===== src/rtl/div_arbiter_if.sv =====
// Requester and divider-side signal bundle for div_arbiter.
// slave is the arbiter view; master is the requester/divider view.
interface div_arbiter_if #(
  parameter int W = 16
);
  logic         req0;
  logic         req1;
  logic [W-1:0] dvd0;
  logic [W-1:0] dvd1;
  logic [W-1:0] dvs0;
  logic [W-1:0] dvs1;
  logic         gnt0;
  logic         gnt1;
  logic         rsp_vld0;
  logic         rsp_vld1;
  logic [W-1:0] quot;
  logic [W-1:0] rem;
  logic         dz;
  logic         err;
  logic         busy;
  logic         div_clr;
  logic         div_bgn;
  logic [W-1:0] div_dvd;
  logic [W-1:0] div_dvs;
  logic         div_fin;
  logic [W-1:0] div_quot;
  logic [W-1:0] div_rem;

  modport slave (
    input  req0, req1, dvd0, dvd1,
    input  dvs0, dvs1,
    input  div_fin, div_quot, div_rem,
    output gnt0, gnt1,
    output rsp_vld0, rsp_vld1,
    output quot, rem, dz, err, busy,
    output div_clr, div_bgn,
    output div_dvd, div_dvs
  );

  modport master (
    output req0, req1, dvd0, dvd1,
    output dvs0, dvs1,
    output div_fin, div_quot, div_rem,
    input  gnt0, gnt1,
    input  rsp_vld0, rsp_vld1,
    input  quot, rem, dz, err, busy,
    input  div_clr, div_bgn,
    input  div_dvd, div_dvs
  );
endinterface


===== src/rtl/div_arbiter.sv =====
// Round-robin arbiter sharing one sequential divider between two
// requesters, with divide-by-zero bypass and a WAIT watchdog.
module div_arbiter #(
  parameter int W   = 16,
  parameter int TMO = 64
) (
  input  logic         clk,
  input  logic         rst,
  div_arbiter_if.slave bus
);

  localparam int CW = $clog2(TMO + 1);

  localparam logic [2:0] IDLE = 3'd0;
  localparam logic [2:0] CLR  = 3'd1;
  localparam logic [2:0] LOAD = 3'd2;
  localparam logic [2:0] WAIT = 3'd3;
  localparam logic [2:0] RESP = 3'd4;

  logic [2:0]    state;
  logic          last;
  logic          owner;
  logic          zp;
  logic [CW-1:0] wd;

  logic          pick;
  logic [W-1:0]  dvd_c;
  logic [W-1:0]  dvs_c;

  always_comb begin
    pick  = (bus.req0 & bus.req1) ? ~last : bus.req1;
    dvd_c = pick ? bus.dvd1 : bus.dvd0;
    dvs_c = pick ? bus.dvs1 : bus.dvs0;
  end

  always_ff @(posedge clk or posedge rst) begin
    if (rst) begin
      state        <= IDLE;
      last         <= 1'b1;
      owner        <= 1'b0;
      zp           <= 1'b0;
      wd           <= '0;
      bus.gnt0     <= 1'b0;
      bus.gnt1     <= 1'b0;
      bus.rsp_vld0 <= 1'b0;
      bus.rsp_vld1 <= 1'b0;
      bus.quot     <= '0;
      bus.rem      <= '0;
      bus.dz       <= 1'b0;
      bus.err      <= 1'b0;
      bus.busy     <= 1'b0;
      bus.div_clr  <= 1'b0;
      bus.div_bgn  <= 1'b0;
      bus.div_dvd  <= '0;
      bus.div_dvs  <= '0;
    end else begin
      bus.gnt0     <= 1'b0;
      bus.gnt1     <= 1'b0;
      bus.rsp_vld0 <= 1'b0;
      bus.rsp_vld1 <= 1'b0;
      bus.div_clr  <= 1'b0;
      bus.div_bgn  <= 1'b0;
      case (state)
        IDLE: begin
          if (bus.req0 | bus.req1) begin
            owner       <= pick;
            last        <= pick;
            bus.gnt0    <= ~pick;
            bus.gnt1    <= pick;
            bus.div_dvd <= dvd_c;
            bus.div_dvs <= dvs_c;
            bus.busy    <= 1'b1;
            if (dvs_c == '0) begin
              zp    <= 1'b1;
              state <= RESP;
            end else begin
              bus.div_clr <= 1'b1;
              state       <= CLR;
            end
          end
        end
        CLR: begin
          bus.div_bgn <= 1'b1;
          state       <= LOAD;
        end
        LOAD: begin
          wd    <= '0;
          state <= WAIT;
        end
        WAIT: begin
          if (bus.div_fin) begin
            bus.quot     <= bus.div_quot;
            bus.rem      <= bus.div_rem;
            bus.dz       <= 1'b0;
            bus.err      <= 1'b0;
            bus.rsp_vld0 <= ~owner;
            bus.rsp_vld1 <= owner;
            state        <= RESP;
          end else if (wd == CW'(TMO - 1)) begin
            bus.quot     <= '0;
            bus.rem      <= '0;
            bus.dz       <= 1'b0;
            bus.err      <= 1'b1;
            bus.rsp_vld0 <= ~owner;
            bus.rsp_vld1 <= owner;
            state        <= RESP;
          end else begin
            wd <= wd + CW'(1);
          end
        end
        RESP: begin
          // Zero-divisor ops spend one extra RESP cycle so that
          // the response lands one cycle after the grant.
          if (zp) begin
            zp           <= 1'b0;
            bus.quot     <= '1;
            bus.rem      <= bus.div_dvd;
            bus.dz       <= 1'b1;
            bus.err      <= 1'b0;
            bus.rsp_vld0 <= ~owner;
            bus.rsp_vld1 <= owner;
          end else begin
            bus.busy <= 1'b0;
            state    <= IDLE;
          end
        end
        default: begin
          bus.busy <= 1'b0;
          state    <= IDLE;
        end
      endcase
    end
  end

endmodule

===== src/flat_wrapper.sv =====
// flat-port wrapper written by rule: the top's interface ports become plain ports
module div_arbiter_flat 
#(
  parameter int W   = 16,
  parameter int TMO = 64
)
  (clk, rst, bus_req0, bus_req1, bus_dvd0, bus_dvd1, bus_dvs0, bus_dvs1, bus_div_fin, bus_div_quot, bus_div_rem, bus_gnt0, bus_gnt1, bus_rsp_vld0, bus_rsp_vld1, bus_quot, bus_rem, bus_dz, bus_err, bus_busy, bus_div_clr, bus_div_bgn, bus_div_dvd, bus_div_dvs);
  div_arbiter_if #(.W(W)) bus_i ();
  input  logic clk;
  input  logic rst;
  input wire logic [$bits(bus_i.req0)-1:0] bus_req0;
  input wire logic [$bits(bus_i.req1)-1:0] bus_req1;
  input wire logic [$bits(bus_i.dvd0)-1:0] bus_dvd0;
  input wire logic [$bits(bus_i.dvd1)-1:0] bus_dvd1;
  input wire logic [$bits(bus_i.dvs0)-1:0] bus_dvs0;
  input wire logic [$bits(bus_i.dvs1)-1:0] bus_dvs1;
  input wire logic [$bits(bus_i.div_fin)-1:0] bus_div_fin;
  input wire logic [$bits(bus_i.div_quot)-1:0] bus_div_quot;
  input wire logic [$bits(bus_i.div_rem)-1:0] bus_div_rem;
  output wire logic [$bits(bus_i.gnt0)-1:0] bus_gnt0;
  output wire logic [$bits(bus_i.gnt1)-1:0] bus_gnt1;
  output wire logic [$bits(bus_i.rsp_vld0)-1:0] bus_rsp_vld0;
  output wire logic [$bits(bus_i.rsp_vld1)-1:0] bus_rsp_vld1;
  output wire logic [$bits(bus_i.quot)-1:0] bus_quot;
  output wire logic [$bits(bus_i.rem)-1:0] bus_rem;
  output wire logic [$bits(bus_i.dz)-1:0] bus_dz;
  output wire logic [$bits(bus_i.err)-1:0] bus_err;
  output wire logic [$bits(bus_i.busy)-1:0] bus_busy;
  output wire logic [$bits(bus_i.div_clr)-1:0] bus_div_clr;
  output wire logic [$bits(bus_i.div_bgn)-1:0] bus_div_bgn;
  output wire logic [$bits(bus_i.div_dvd)-1:0] bus_div_dvd;
  output wire logic [$bits(bus_i.div_dvs)-1:0] bus_div_dvs;
  assign bus_i.req0 = bus_req0;
  assign bus_i.req1 = bus_req1;
  assign bus_i.dvd0 = bus_dvd0;
  assign bus_i.dvd1 = bus_dvd1;
  assign bus_i.dvs0 = bus_dvs0;
  assign bus_i.dvs1 = bus_dvs1;
  assign bus_i.div_fin = bus_div_fin;
  assign bus_i.div_quot = bus_div_quot;
  assign bus_i.div_rem = bus_div_rem;
  assign bus_gnt0 = bus_i.gnt0;
  assign bus_gnt1 = bus_i.gnt1;
  assign bus_rsp_vld0 = bus_i.rsp_vld0;
  assign bus_rsp_vld1 = bus_i.rsp_vld1;
  assign bus_quot = bus_i.quot;
  assign bus_rem = bus_i.rem;
  assign bus_dz = bus_i.dz;
  assign bus_err = bus_i.err;
  assign bus_busy = bus_i.busy;
  assign bus_div_clr = bus_i.div_clr;
  assign bus_div_bgn = bus_i.div_bgn;
  assign bus_div_dvd = bus_i.div_dvd;
  assign bus_div_dvs = bus_i.div_dvs;
  div_arbiter #(.W(W), .TMO(TMO)) u_core (.clk(clk), .rst(rst), .bus(bus_i));
endmodule

===== config.mk =====
export PLATFORM = sky130hd
export DESIGN_NAME = div_arbiter_flat
export DESIGN_NICKNAME = d
export VERILOG_FILES = /design/src/rtl/div_arbiter_if.sv /design/src/rtl/div_arbiter.sv /design/src/flat_wrapper.sv
export SDC_FILE = /design/constraint.sdc
export NUM_CORES = 1
export LEC_CHECK = 0
export ABC_AREA = 1
export BUFFER_PORTS_ARGS = -buffer_cell sky130_fd_sc_hd__buf_2
export CORE_MARGIN = 2
export CORE_UTILIZATION = 40
export DETAILED_ROUTE_END_ITERATION = 8
export PLACE_DENSITY = 0.65
export SLEW_MARGIN = 20
export SYNTH_ARGS = -nofsm -noshare
export SYNTH_HDL_FRONTEND = slang
export SYNTH_SLANG_ARGS = --single-unit

===== constraint.sdc =====
create_clock -name clk -period 3.65 [get_ports clk]
set_input_delay 0.73 -clock clk [delete_from_list [all_inputs] [get_ports clk]]
set_output_delay 0.73 -clock clk [all_outputs]
set_load 0.01 [all_outputs]

==> impl_results.md, run 1 <==
- CTS Sinks: 86
- Overall Global Routing Usage: 21.0%
- Status: completed
- Slew @ Worst Pin: roughly 0.62 ns
- Post-DRT Antenna Nets: 0
- First-pass detailed-route iteration total: 5
- Tmin final: 2.28 ns
- Logic pwr share: a little over two fifths
- Pwr/cell area: 779 nW/µm²
- Switching Share: 42.2%
- # setup viols final: 0
- Final TNS setup: 0 ns
- Fin. Hold Viols: 0
- DIE HEIGHT: 105 µm
- Post-synth ARST share: 100%
- Max Clock Skew: 0.0157 ns
- Final period util: 62.5%
- Mapped Cells: 496
- Main synth FF type: dfrtp_1
- H-tree levels: 3
- GPL Wtd Cong: 0.871
- CTS Buf Count: 9
- NumNets Final: 762
- Sequential Power Share: 41.0%
- Core box area: 9860 µm²
- Share of cells above drive strength 1: 34.4%
- Clock Latency Late Sink: 0.37 ns
- WP data arrival: between 2 and 3 ns
- Busiest grt layer: met2
- Synth Area per Inst: 8.25 µm²
- Critical path class: primary input to flop
- Initial antenna violation count: 0
- Grt met2 use: 33.3%
- Number of vias per cell: approximately 4.8
- PnR worst setup slack: 1.37 ns
- Synth Net Count: 598
- Synth cell types: 28
- Post-synth EDFFs: 0
- Root Driver: clkbuf_8
- LEAKAGE: 2.70 nW
- Row count: 36
- # diodes: 0
- Commonest non-fill, non-tap cell in the layout: buf_2
- Total number of vias: 3,864
- Sequential fraction of the synthesis area: 52.6%
- GR Layer Usage met1: between 20% and 30%
- Most frequent cells in the layout: 173 x buf_2, 156 x nand2_1, 86 x nor2_1
- Relative slew slack: just under 60%
- CP max FO: 21
- # Post-CTS Setup Buffers: 0
- Number of global-route vias before repair: 3,658
- Remaining global-route overflow: 0
- RSZ-0062 raised after global routing: false
- DRC Markers: 0
- Width of the die: ~110 µm
- Max IR drop VDD: 0.334 mV
- Cell Area, Synth: 4090 µm²
- NetSw: about 1.7 mW
- CTS tree: yes
- Hold_buf cts: 0
- Largest net degree at the start of global routing: between 50 and 60
- Slew Viols, Final: 0
- Reg clk slew, reported paths: 0.10 ns
- Required time of the critical path: 3.95 ns
- Initial detailed-routing violation count: between 200 and 250
- Synth warn: 0
- Worst setup EP type: flop
- Met3 Resource Use GR: 4.80%
- WL per Instance: 14.4 µm
- Initial Util: 41.5%
- CP Launch Type: primary input
- Peak Freq: 438 MHz
- P_int: approximately 2.4 mW
- Hold Path Class: primary input to async pin
- Global-route wire length before repair: between 15,000 and 20,000 µm
- Port buffer count: 173
- Post-CTS sizing: 0
- Dpl ws: a little over 1 ns
- Synthesis-stage register bit count: 86
- Total wire length: between 10,000 and 15,000 µm
- Clock tree buffer depth: 2
- Area of the die: 11,100 µm²
- Final HPWL DP: 8750 µm
- # IOs: between 150 and 200
- Area growth syn-to-layout: 27.6%
- Clock Power Share: 16.2%
- Max-cap viol count: 0
-- cell usage after synthesis, types with 3 or more instances --
cell,instances,area share [%]
dfrtp_1,85,52
nor2_2,3,0.46
nand2_1,156,14
buf_2,5,0.61
clkbuf_1,13,1.2
inv_1,14,1.3
a21oi_1,19,2.3
a31oi_2,16,4.9
nand3_1,41,5.0
buf_6,4,1.1
inv_2,5,0.46
o21ai_0,26,3.2
xor2_1,3,0.64
nor2_1,87,8.0
-- sequential cells by signal, indices dropped and copies added, names as in the netlist --
| register | cells |
|---|---|
| u_core.bus.dz | 1 |
| u_core.bus.div_bgn | 1 |
| u_core.bus.div_clr | 1 |
| u_core.bus.div_dvs | 16 |
| u_core.owner | 1 |
| u_core.bus.div_dvd | 16 |
| u_core.bus.rem | 16 |
| u_core.zp | 1 |
| u_core.bus.busy | 1 |
| u_core.bus.err | 1 |
| u_core.wd | 7 |
| u_core.bus.rsp_vld1 | 1 |
| u_core.bus.gnt1 | 1 |
| u_core.last | 1 |
| u_core.state | 3 |
| u_core.bus.rsp_vld0 | 1 |
| u_core.bus.quot | 16 |
| u_core.bus.gnt0 | 1 |
-- kinds of logic after synthesis --
logic type | share of synthesized area (%)
flip-flops | 52.6
buffers and inverters | 5.29
AO/OA/AOI/OAI | 11.3
adder cells (fa/ha/maj) | 0.306
XOR/XNOR | 1.07
AND/OR/NAND/NOR | 29.4
-- stage by stage --
step | area (µm²) | hold slack (ns) | power (mW) | util, % | cells
2_1_floorplan | 4090 | 0.403 | 2.76 | - | 496
3_3_place_gp | 5030 | 0.451 | 3.40 | 51.0 | 782
3_5_place_dp | 5030 | 0.454 | 3.45 | 51.0 | 782
4_1_cts | 5220 | 0.285 | 4.11 | 52.9 | 798
5_1_grt | 5220 | 0.292 | 4.39 | 52.9 | 798
6_report | 5220 | 0.292 | 4.06 | 52.9 | 798
-- power groups by stage --
stage / clock (mW) / sequential, mW / combinational [mW]
2_1_floorplan: 0 / 1.83 / 0.930
3_3_place_gp: 0 / 1.68 / 1.72
3_5_place_dp: 0 / 1.69 / 1.76
4_1_cts: 0.676 / 1.67 / 1.76
5_1_grt: 0.717 / 1.72 / 1.95
6_report: 0.658 / 1.67 / 1.74
-- routing by layer --
metal  part of all wire, %  wire length, µm  vias to the layer above
li1                      -                -                     1921
met1                    44             5090                     1750
met2                    46             5320                      178
met3                   7.7              881                       15
met4                   1.9              218                        0
met5                     0                0                        -
-- path summary, 6_finish.rpt --
kind                         startpoint                   to  slack, ns  cells past startpoint
max reg2reg                 u_core.last      u_core.state[2]       1.37                     12
min reg2reg                u_core.owner  u_core.bus.rsp_vld0       0.48                      1
min                                 rst      u_core.bus.gnt1       0.29                      2
max in group asynchronous           rst         u_core.wd[5]       2.53                      3
max                            bus_req0      u_core.state[2]       1.37                     13
min in group clk           u_core.owner  u_core.bus.rsp_vld0       0.48                      1
-- cell type report --
cell class / count / area, µm²
clock buffers: 11 / 151
fillers: 917 / 4650
well taps: 133 / 166
flip-flops and latches: 86 / 2150
repair buffers: 178 / 903
inverters: 20 / 78.8
multi-input cells: 365 / 1720
clock inverters: 5 / 41.3
-- critical path, cell delays in order --
cell and delay [ns]:
buf_2 0.11, nand2_1 0.33, nand2_1 0.32, buf_4 0.30, nand2_1 0.07, nand2_1 0.06, nor2_1 0.12, nand2_1 0.08
nor2_1 0.19, nand3_1 0.11, nand2_1 0.07, nand2_1 0.04, nand2_1 0.05
No activity file was read; power rests on OpenSTA's default activity.
==> inputs of run 2 (changes only) <==
--- a/config.mk
+++ b/config.mk
@@ -10,7 +10,7 @@
 export CORE_MARGIN = 2
 export CORE_UTILIZATION = 40
 export DETAILED_ROUTE_END_ITERATION = 8
-export PLACE_DENSITY = 0.65
+export PLACE_DENSITY = 0.68
 export SLEW_MARGIN = 20
 export SYNTH_ARGS = -nofsm -noshare
 export SYNTH_HDL_FRONTEND = slang
==> constraint.sdc (replaced) <==
create_clock -name clk -period 1.95 [get_ports clk]
set_input_delay 0.39 -clock clk [delete_from_list [all_inputs] [get_ports clk]]
set_output_delay 0.39 -clock clk [all_outputs]
set_load 0.01 [all_outputs]
==> run 2 against run 1 <==
  * First-iteration DRC count fell by 22%
  * Global-route usage grew 0.30 points
  * Via count is 3.0% higher
  * Die area unchanged
  * Sequential share of layout area down 1.6 points
  * Wire length is 1.4% higher
  * Critical path type is now flop to flop
  * Highest routed layer unchanged
==> impl_results.md, run 2 (synthesis results as in run 1) <==
- Hold_buf cts: 0 (unchanged)
- Overall Power: 8.05 mW (+98%)
- Number of global-route vias before repair: 3,863 (+5.6%)
- Relative slew slack: 67.8% (+8.9 points)
- Post-Route Utilization: 55.1% (+2.2 points)
- CP max FO: 19 (-9.5%)
- Max Clock Skew: 0.0171 ns (+0.00138 ns)
- Initial detailed-routing violation count: 193 (-22%)
- Slew Viols, Final: 0 (unchanged)
- Width of the die: 105 µm (unchanged)
- RSZ-0062 raised after global routing: false
- Crit path cell chain: ha_1, nand3_1, nor2_2, nand2_2, o21ai_4, inv_4, nand2_8, buf_4, nor2_1, nor2_1
- Share of cells above drive strength 1: 36.1% (+1.6 points)
- Root Driver: clkbuf_8
- Peak Freq: 571 MHz
- Commonest non-fill, non-tap cell in the layout: buf_2
- Crit-path slowest cell: dfrtp_1
- DRC Markers: 0 (unchanged)
- Total wire length: 11,700 µm (+1.4%)
- Worst setup EP type: flop
- P_int: 4.81 mW (+100%)
- Port buffer count: 173 (unchanged)
- Largest net degree at the start of global routing: 87 (+71%)
- Critical path class: flop to flop
- Most frequent CP cell: nor2_1
- Final HPWL DP: 8680 µm (-0.78%)
- Area of the die: 11,100 µm² (unchanged)
- LEAKAGE: 2.80 nW (+3.9%)
- Final TNS setup: 0 ns (unchanged)
- NumNets Final: 776 (+1.8%)
- Clock tree buffer depth: 2 (unchanged)
- DIE HEIGHT: 105 µm (unchanged)
- # IOs: 174 (unchanged)
- Max IR drop VDD: 0.613 mV (+84%)
- Max-cap viol count: 0 (unchanged)
- Fin. Hold Viols: 0 (unchanged)
- Core box area: 9860 µm² (unchanged)
- Initial antenna violation count: 1 (+1)
- Clock Latency Late Sink: 0.37 ns (about the same)
- Sequential Power Share: 39.2% (-1.8 points)
- Most frequent cells in the layout: 173 x buf_2, 154 x nand2_1, 85 x nor2_1, 85 x dfrtp_1, 41 x nand3_1
- PnR worst setup slack: 0.197 ns (-1.17 ns)
- CTS Sinks: 86 (unchanged)
- WP data arrival: 2.05 ns (-0.53 ns)
- Global-route wire length before repair: 18,600 µm (+1.8%)
- CTS Buf Count: 9 (unchanged)
- Hold Path Class: primary input to async pin
- Slowest Stage Delay on Critical Path: 0.41 ns (+0.08 ns)
- Hold_ws: 0.146 ns (-0.146 ns)
- Reg clk slew, reported paths: 0.09 ns (about the same)
- Dpl ws: 0.0543 ns (-0.954 ns)
- CTS tree: yes
- # setup viols final: 0 (unchanged)
- Required time of the critical path: 2.25 ns (-1.70 ns)
- Logic pwr share: 42.8% (about the same)
- Total number of vias: 3,978 (+3.0%)
- Post-DRT Antenna Nets: 0 (unchanged)
- Row count: 36 (unchanged)
- Final period util: about 90%
- Overall Global Routing Usage: 21.3% (+0.30 points)
- Tmin final: 1.75 ns
- Slew @ Worst Pin: 0.483 ns (-0.133 ns)
- Remaining global-route overflow: 0 (unchanged)
- Initial Util: 41.5% (unchanged)
- Reg2reg setup slack: 0.20 ns (-1.17 ns)
- Switching Share: 40.2% (-1.9 points)
- Clock Power Share: 18.0% (+1.8 points)
- First-pass detailed-route iteration total: 4 (-1)
- H-tree levels: 3 (unchanged)
- WL per Instance: 14.4 µm (-0.51%)
- GPL Wtd Cong: 0.852 (-2.2%)
- CP Launch Type: flop
- Pwr/cell area: 1480 nW/µm² (+90%)
- Status: completed
- NetSw: 3.24 mW (+89%)
- Area growth syn-to-layout: 32.8%
- Number of vias per cell: 4.89 (+1.1%)
[run 2: power groups by stage]
stage	combinational, mW	clock [mW]	sequential [mW]
floorplan	1.74	0	3.42
global placement	3.36	0	3.16
detailed placement	3.44	0	3.19
CTS	3.44	1.47	3.16
global route	3.87	1.55	3.26
finish	3.45	1.45	3.16
[run 2: worst paths after layout]
kind / start / cells after the start / endpoint
hold reg to reg: u_core.bus.div_dvs[11] / 2 / u_core.bus.div_dvs[11]
setup / recovery: u_core.wd[0] / 10 / u_core.bus.quot[15]
min in group clk: bus_dvd0[11] / 3 / u_core.bus.div_dvd[11]
setup reg to reg: u_core.wd[0] / 10 / u_core.bus.quot[15]
hold / removal: rst / 3 / u_core.state[1]
max in group asynchronous: rst / 3 / u_core.last
[run 2: cell type report]
type	instances	area (µm²)
Clock buffer	12	155
Antenna cell	1	2.50
Clock inverter	4	76.3
Timing Repair Buffer	191	1060
Inverter	20	81.3
Sequential cell	86	2150
Multi-Input combinational cell	366	1740
Fill cell	932	4430
Tap cell	133	166
[run 2: metal layers]
| metal | vias up | wire (µm) | share of wire (%) | global-route usage (%) |
|---|---|---|---|---|
| li1 | 1943 | - | - | - |
| met1 | 1855 | 5190 | 44 | 28.0 |
| met2 | 164 | 5440 | 47 | 33.9 |
| met3 | 16 | 849 | 7.3 | 4.62 |
| met4 | 0 | 184 | 1.6 | 8.95 |
| met5 | - | 0 | 0 | 0 |
[run 2: timing repair]
| item | CTS | global route |
|---|---|---|
| buffers inserted | 0 | 1 |
| endpoints found under the hold margin | 0 | 0 |
| endpoints found under the setup margin | 0 | 23 |
| gates resized for setup | 0 | 3 |
[run 2: stage by stage]
stage,instances,area (µm²)
floorplan,496,4100
global placement,793,5150
detailed placement,793,5150
CTS,809,5380
global route,813,5430
finish,813,5430
[run 2: critical path, delay by kind of cell, from the launching register on]
| kind | cells | cell delay (ns) |
|---|---|---|
| simple gates | 6 | 0.65 |
| buf+inv | 2 | 0.27 |
| compound gates | 1 | 0.17 |
| flops | 1 | 0.41 |
| fa+ha+maj | 1 | 0.19 |
